$ cat src/rtl/danger_spawner.sv
// Obstacle spawner for the runner game: waits a pseudo-random number of frame
// ticks, spawns one obstacle at the right edge, scrolls it left and retires it.
module danger_spawner #(
  parameter int          SCREEN_W  = 320,
  parameter int          WIDTH     = 26,
  parameter int          SPEED     = 2,
  parameter int          DINO_X    = 40,
  parameter int          GAP_MIN   = 30,
  parameter int          GAP_MASK  = 63,
  parameter logic [7:0]  LFSR_SEED = 8'hA5
) (
  input  logic       clk,
  input  logic       rst,
  input  logic       tick,
  input  logic       enable,
  input  logic       freeze,
  output logic [8:0] pos,
  output logic       active,
  output logic       passed
);

  if (SCREEN_W + WIDTH > 511) begin : g_bad_width
    $error("danger_spawner: SCREEN_W+WIDTH must fit in 9 bits");
  end
  if (GAP_MIN + GAP_MASK > 255) begin : g_bad_gap
    $error("danger_spawner: GAP_MIN+GAP_MASK must fit in 8 bits");
  end
  if (SPEED < 1) begin : g_bad_speed
    $error("danger_spawner: SPEED must be at least 1");
  end
  if (LFSR_SEED == 8'h00) begin : g_bad_seed
    $error("danger_spawner: LFSR_SEED must be nonzero");
  end

  localparam logic [8:0] SPAWN_POS  = 9'(SCREEN_W + WIDTH);
  localparam logic [8:0] SPEED_STEP = 9'(SPEED);
  localparam logic [8:0] DINO_POS   = 9'(DINO_X);
  localparam logic [7:0] GAP_BASE   = 8'(GAP_MIN);
  localparam logic [7:0] GAP_SPAN   = 8'(GAP_MASK);

  typedef enum logic [1:0] {IDLE, WAIT, RUN} state_t;

  state_t     state_reg, state_next;
  logic [7:0] gap_reg, gap_next;
  logic [7:0] lfsr_reg, lfsr_next;
  logic [8:0] pos_next;
  logic       active_next;
  logic       passed_next;
  logic [7:0] gap_load;
  logic [8:0] pos_dec;

  // Taps x^8+x^6+x^5+x^4+1: maximal length, so a nonzero seed never hits 0.
  assign lfsr_next = {lfsr_reg[6:0], lfsr_reg[7] ^ lfsr_reg[5] ^ lfsr_reg[4] ^ lfsr_reg[3]};
  assign gap_load  = GAP_BASE + (lfsr_reg & GAP_SPAN);
  assign pos_dec   = pos - SPEED_STEP;

  always_comb begin
    state_next  = state_reg;
    gap_next    = gap_reg;
    pos_next    = pos;
    active_next = active;
    passed_next = 1'b0;
    if (!enable) begin
      state_next  = IDLE;
      pos_next    = 9'd0;
      active_next = 1'b0;
    end else if (!freeze && tick) begin
      case (state_reg)
        IDLE: begin
          gap_next   = gap_load;
          state_next = WAIT;
        end
        WAIT: begin
          if (gap_reg != 8'd0) begin
            gap_next = gap_reg - 8'd1;
          end else begin
            pos_next    = SPAWN_POS;
            active_next = 1'b1;
            state_next  = RUN;
          end
        end
        RUN: begin
          if (pos <= SPEED_STEP) begin
            pos_next    = 9'd0;
            active_next = 1'b0;
            gap_next    = gap_load;
            state_next  = WAIT;
          end else begin
            pos_next = pos_dec;
          end
          // Strict crossing test makes the pulse fire once per obstacle.
          passed_next = (pos > DINO_POS) && (((pos <= SPEED_STEP) ? 9'd0 : pos_dec) <= DINO_POS);
        end
        default: state_next = IDLE;
      endcase
    end
  end

  always_ff @(posedge clk) begin
    if (rst) begin
      state_reg <= IDLE;
      gap_reg   <= 8'd0;
      lfsr_reg  <= LFSR_SEED;
      pos       <= 9'd0;
      active    <= 1'b0;
      passed    <= 1'b0;
    end else begin
      state_reg <= state_next;
      gap_reg   <= gap_next;
      lfsr_reg  <= lfsr_next;
      pos       <= pos_next;
      active    <= active_next;
      passed    <= passed_next;
    end
  end

endmodule

$ cat config.mk
export PLATFORM = sky130hd
export DESIGN_NAME = danger_spawner
export DESIGN_NICKNAME = d
export VERILOG_FILES = /design/src/rtl/danger_spawner.sv
export SDC_FILE = /design/constraint.sdc
export NUM_CORES = 1
export LEC_CHECK = 0
export CORE_UTILIZATION = 51
export CTS_CLUSTER_DIAMETER = 200
export DETAILED_ROUTE_END_ITERATION = 8
export GPL_TIMING_DRIVEN = 0
export PLACE_DENSITY_LB_ADDON = 0.05
export SETUP_SLACK_MARGIN = 0.05
export SYNTH_ARGS = -nofsm -noshare
export SYNTH_HDL_FRONTEND = slang
export SYNTH_SLANG_ARGS = --single-unit
$ cat constraint.sdc
create_clock -name clk -period 1.9 [get_ports clk]
set_input_delay 0.285 -clock clk [delete_from_list [all_inputs] [get_ports clk]]
set_output_delay 0.285 -clock clk [all_outputs]
set_load 0.01 [all_outputs]
Yosys cells after proc, flatten, opt, wreduce, memory -nomap -nowiden --
Index checks and enable logic that the tools add are counted.
Cells by class: bitwise operators 6, equal/unequal tests 5, magnitude comparators 3, reduce and logical (&&, ||, !) cells 13, muxes and demuxes 12, add/subtract/negate cells 3
Operators with widths (count):
- $pmux W8 S3 | 1
- $mux W9 | 2
- $pmux W9 S2 | 1
- $mux W8 | 2
- $gt A9 B6 Y1 const B | 1
- $le A9 B2 Y1 const B | 1
- $le A9 B6 Y1 const B | 1
- $sub A9 B2 Y9 const B | 1
- $reduce_bool A8 Y1 | 1
- $sub A8 B1 Y8 const B | 1
- $add A5 B6 Y7 const A | 1
- $ne A2 B2 Y1 const B | 3
- $pmux W2 S3 | 1
- $reduce_and A3 Y1 | 2
- $reduce_and A5 Y1 | 1
- $mux W2 | 2
- $reduce_and A4 Y1 | 1
- $reduce_or A4 Y1 | 1
- $not A1 Y1 | 3
- $reduce_bool A3 Y1 | 1
- $xor A1 B1 Y1 | 3
- $eq A2 B1 Y1 const B | 1
- $eq A2 B2 Y1 const B | 1
- $logic_and A1 B1 Y1 | 2
- 6 further kinds | 7
Storage, ports and cells: flip-flop bits (word level) 29, input port bits 5

Depth between registers and ports, before layout --
word-level depth 4, gate-level depth with buffers 8

Worst setup path after synthesis --
Ideal clock, no wire load.
path kind register to register, from register pos[1], to register passed, data required time 1.769 ns, library setup time 0.131 ns, path slack -0.068 ns, clock period less this slack 1.968 ns, stages on the path, launching flop included 9, arrival 1.837 ns, cell sequence dfxtp_1 > inv_1 > ha_1 > buf_2 > or3b_2 > nor2_1 > nor3_1 > a2111oi_0 > nor4_1
On the way: word-level cells in the longest chain between the ends 4, elaborated cells on any way between the ends 6, those cells by class add/sub: 1; order compare: 3; mux: 1; reduce/logical: 1
Ends and longest elaborated chain:
- start, declared | line 17 | output logic [8:0] pos,
- start signal, assigned | line 111 | pos <= pos_next;
- $sub A9 B2 Y9 or $le A9 B2 Y1 (tied branches) | line 55, 92
- $mux W9 | line 92 | passed_next = (pos > DINO_POS) && (((pos <= SPEED_STEP) ? 9'd0 : pos_dec) <= DINO_POS);
- $le A9 B6 Y1 | line 92
- $logic_and A1 B1 Y1 (*) | line 92
- end signal, assigned | line 113 | passed <= passed_next;
- end, declared | line 19 | output logic passed
Every way passes the cells marked *; elsewhere a longest branch is shown, timed or not. A chain may end at the register's enable or synchronous reset.

Worst setup path in the final report --
Same ends and word-level chain as after synthesis.

==> impl_metrics.yaml <==
power:
  swShare_pct: 29.9
  leakage_nw: 0.897
  pwr-share-comb_pct: 17.6
  finalPower_w: 0.00131
  seqPwrFrac_pct: 50.6
  clockPowerShare_pct: 31.9
  p_per_area_mw_per_mm2: 606
  p_int_w: 0.000919
  switchingPower_w: 0.000392
  peakVddDrop_uv: 396
timing:
  finClkSkew_ns: 0.0169
  max_freq_ghz: 0.554
  setup_violations: 0
  maxSlewViolCount: 0
  fin_crit_ns: 1.81
  finalCritPeriodShare_pct: 95.0
  tightest_slew_ns: 0.562
  finalHoldViolations: 0
  max_slew_margin_pct: 62.5
  tns_ns: 0
  setup_ws_ns: 0.0947
  rsz0062_at_grt: "true"
synthesis:
  syn_nets: 212
  ys_types: 49
  synth_warnings: 0
  synth-seq-cells: 29
  synth_top_area_share_pct: 34.8
  netlist_area_mm2: 0.00167
  synth-xor-area-share_pct: 4.73
  synth.most_common_cell: "dfxtp_1"
  synth_edf_count: 0
  synth.yosys.seq_area_share_pct: 34.8
  synthFlopType: "dfxtp_1"
  synth-simple-area-share_pct: 26.6
  async_reset_ff_share_pct: 0
  avgSynthCellArea_um2: 8.25
  yosys-top-cells-count: "dfxtp_1 (29), nand2_1 (20), nor2_1 (20)"
  synthCells: 202
  synth_compound_area_share_pct: 23.5
  yosysTopAreaCell: "dfxtp_1"
  synthAdderAreaFrac_pct: 3.75
  synth_top_family_by_area: "simple AND/OR/NAND/NOR gates"
  ys_top_cells_by_area: "dfxtp_1 (35%), a21oi_1 (5.1%), nand2_1 (4.5%)"
  synth_mux_area_share_pct: 1.80
worst_setup_path:
  worstPathArrival_ns: 2.02
  start_kind: "flip-flop"
  critPathMaxFanout: 6
  cp_cell_sequence: "inv_4 -> ha_4 -> buf_6 -> or3b_4 -> nor2_4 -> nor3_2 -> a2111oi_2 -> nor4_1"
  cp-end-kind: "flip-flop"
  path_buf_inv: 2
  cp_data_required_time_ns: 2.11
  reg2reg_slack_ns: 0.09
  slowest_delay_ns: 0.42
  cp-startpoint: "pos[1]$_SDFFE_PP0P_"
  critPathKind: "reg2reg"
  reg2reg_depth: 8
  slowest_stage: "or3b_4"
  rr_endpoint: "passed$_SDFF_PP0_"
  timing.rr.start: "pos[1]$_SDFFE_PP0P_"
  critPathTopFamily: "simple AND/OR/NAND/NOR gates"
finish:
  final_nets: 247
  fillers: 272
  largest_reg_flops: 9
  fin_util_pct: 70.2
  drive_gt1_share_pct: 25.2
  diodes: 0
  area_delta_synth_final_pct: 29.7
floorplan:
  num_rows: 20
  dieHeight_um: 59.2
  initial_core_util_pct: 54.1
  core_mm2: 0.00308
  die-area_mm2: 0.00350
  die_w_um: 59.2
  pin_count: 16
clock_network:
  cts_tree: "done"
  root_buffer: "clkbuf_4"
  clk_pin_slew_worst_paths_ns: 0.11
  clock_latency_ns: 0.34
  cts_hold_buf: 0
  cts_made_buffers: 5
  clock_sinks: 29
  max-clock-path-buffers: 2
  htreeDepth: 2
grt:
  overflow: 0
  grt_pass1_wl_mm: 6.60
  grt_max_degree: 11
  grt_usage_pct: 25.9
  antenna_found_initial: 0
  grt_pass1_vias: 1380
worst_hold_path:
  min_path_cells: 1
  hp-class: "reg2reg"
  hold_start: "lfsr_reg[6]$_SDFF_PP0_"
  hold_end: "lfsr_reg[7]$_SDFF_PP1_"
drt:
  num_vias: 1620
  drc: 0
  viasPerCell: 5.74
  first_iter_violations: 76
  routed_wl_mm: 4.29
  wl_per_cell_um: 15.2
  detail-route-antenna-nets: 0
  first_pass_iters: 4
run_status:
  outcome: "finished clean"
placed_design:
  dp_slack_ns: -0.183
  port_buffers: 15
  hpwl_mm: 2.91
  gp_routability_congestion: 0.969
run:
  maxCapViolations: 0
-- routing by layer --
layer  GRT usage (%)  up-vias  part of all wire, %
met2            37.0       42                   46
met5               0        -                    0
met1            37.9      769                   47
met3            5.90        9                  5.6
li1                -      800                    -
met4            9.18        0                  1.4
-- worst reg2reg max path: stages, from the launching register on --
cell and delay, ns:
dfxtp_4 0.37, inv_4 0.08, ha_4 0.12, buf_6 0.11, or3b_4 0.42, nor2_4 0.13, nor3_2 0.05, a2111oi_2 0.32
nor4_1 0.08
-- layout make-up --
cell class | count | area, um2 | area share [%]
plain buffers | 7 | 47.5 | 2.20
flip-flops and latches | 29 | 593 | 27.4
inverters | 11 | 46.3 | 2.14
well taps | 44 | 55.1 | 2.55
clock buffers | 6 | 51.3 | 2.37
multi-input cells | 155 | 1090 | 50.5
clock inverters | 2 | 13.8 | 0.637
repair buffers | 28 | 264 | 12.2
-- power groups by stage --
stage | logic [W] | clock network [W] | registers, W
floorplan | 0.000157 | 0 | 0.000669
global placement | 0.000199 | 0 | 0.000675
detailed placement | 0.000207 | 0 | 0.000676
CTS | 0.000219 | 0.000428 | 0.000661
global route | 0.000255 | 0.000451 | 0.000667
finish | 0.000230 | 0.000418 | 0.000663
-- cell usage in the layout (no fill, tap or decap), types with 3 or more instances in the layout --
master	n
o21ai_0	8
nor2_1	19
nor3_1	6
buf_4	11
or2_2	3
a31oi_1	4
a21oi_1	16
ha_1	4
buf_6	3
xor2_1	7
inv_1	9
o211a_1	4
nor4_1	4
clkdlybuf4s50_1	15
nand2_1	20
dfxtp_1	23
mux2i_1	3
clkbuf_4	6
nand3_1	5
dfxtp_2	4
nor2b_1	6
-- metrics by stage --
stage | std cells | hold slack, ns | instance area (um2)
after floorplan | 202 | 0.357 | 1670
after global placement | 261 | 0.397 | 1880
after detailed placement | 261 | 0.409 | 1880
after CTS | 276 | 0.436 | 2030
after global routing | 282 | 0.464 | 2160
final | 282 | 0.429 | 2160
-- repair_timing --
item                       CTS  global route
setup endpoints to repair   13            15
gates cloned                 0             0
pin swaps                    5             9
setup buffers                7             6
gates resized for setup     10            22
-- worst max path at each step --
stage | to | slack (ns) | depth (start not counted)
2_1_floorplan | passed$_SDFF_PP0_ | 0.05 | 8
3_3_place_gp | gap_reg[2]$_SDFFE_PP0P_ | -0.12 | 7
3_5_place_dp | gap_reg[2]$_SDFFE_PP0P_ | -0.18 | 7
4_1_cts | gap_reg[3]$_SDFFE_PP0P_ | 0.05 | 7
5_1_grt | gap_reg[3]$_SDFFE_PP0P_ | 0.01 | 8
6_report | passed$_SDFF_PP0_ | 0.09 | 8
-- cell families (layout without fill, tap and decap cells) --
kind of cell,count (synthesis),count (layout)
XOR/XNOR,9,9
AO/OA/AOI/OAI,54,54
multiplexers,3,3
flip-flops,29,29
adder cells (fa/ha/maj),5,5
AND/OR/NAND/NOR,84,84
buffers and inverters,18,54
Power figures use the tool's default switching activity.
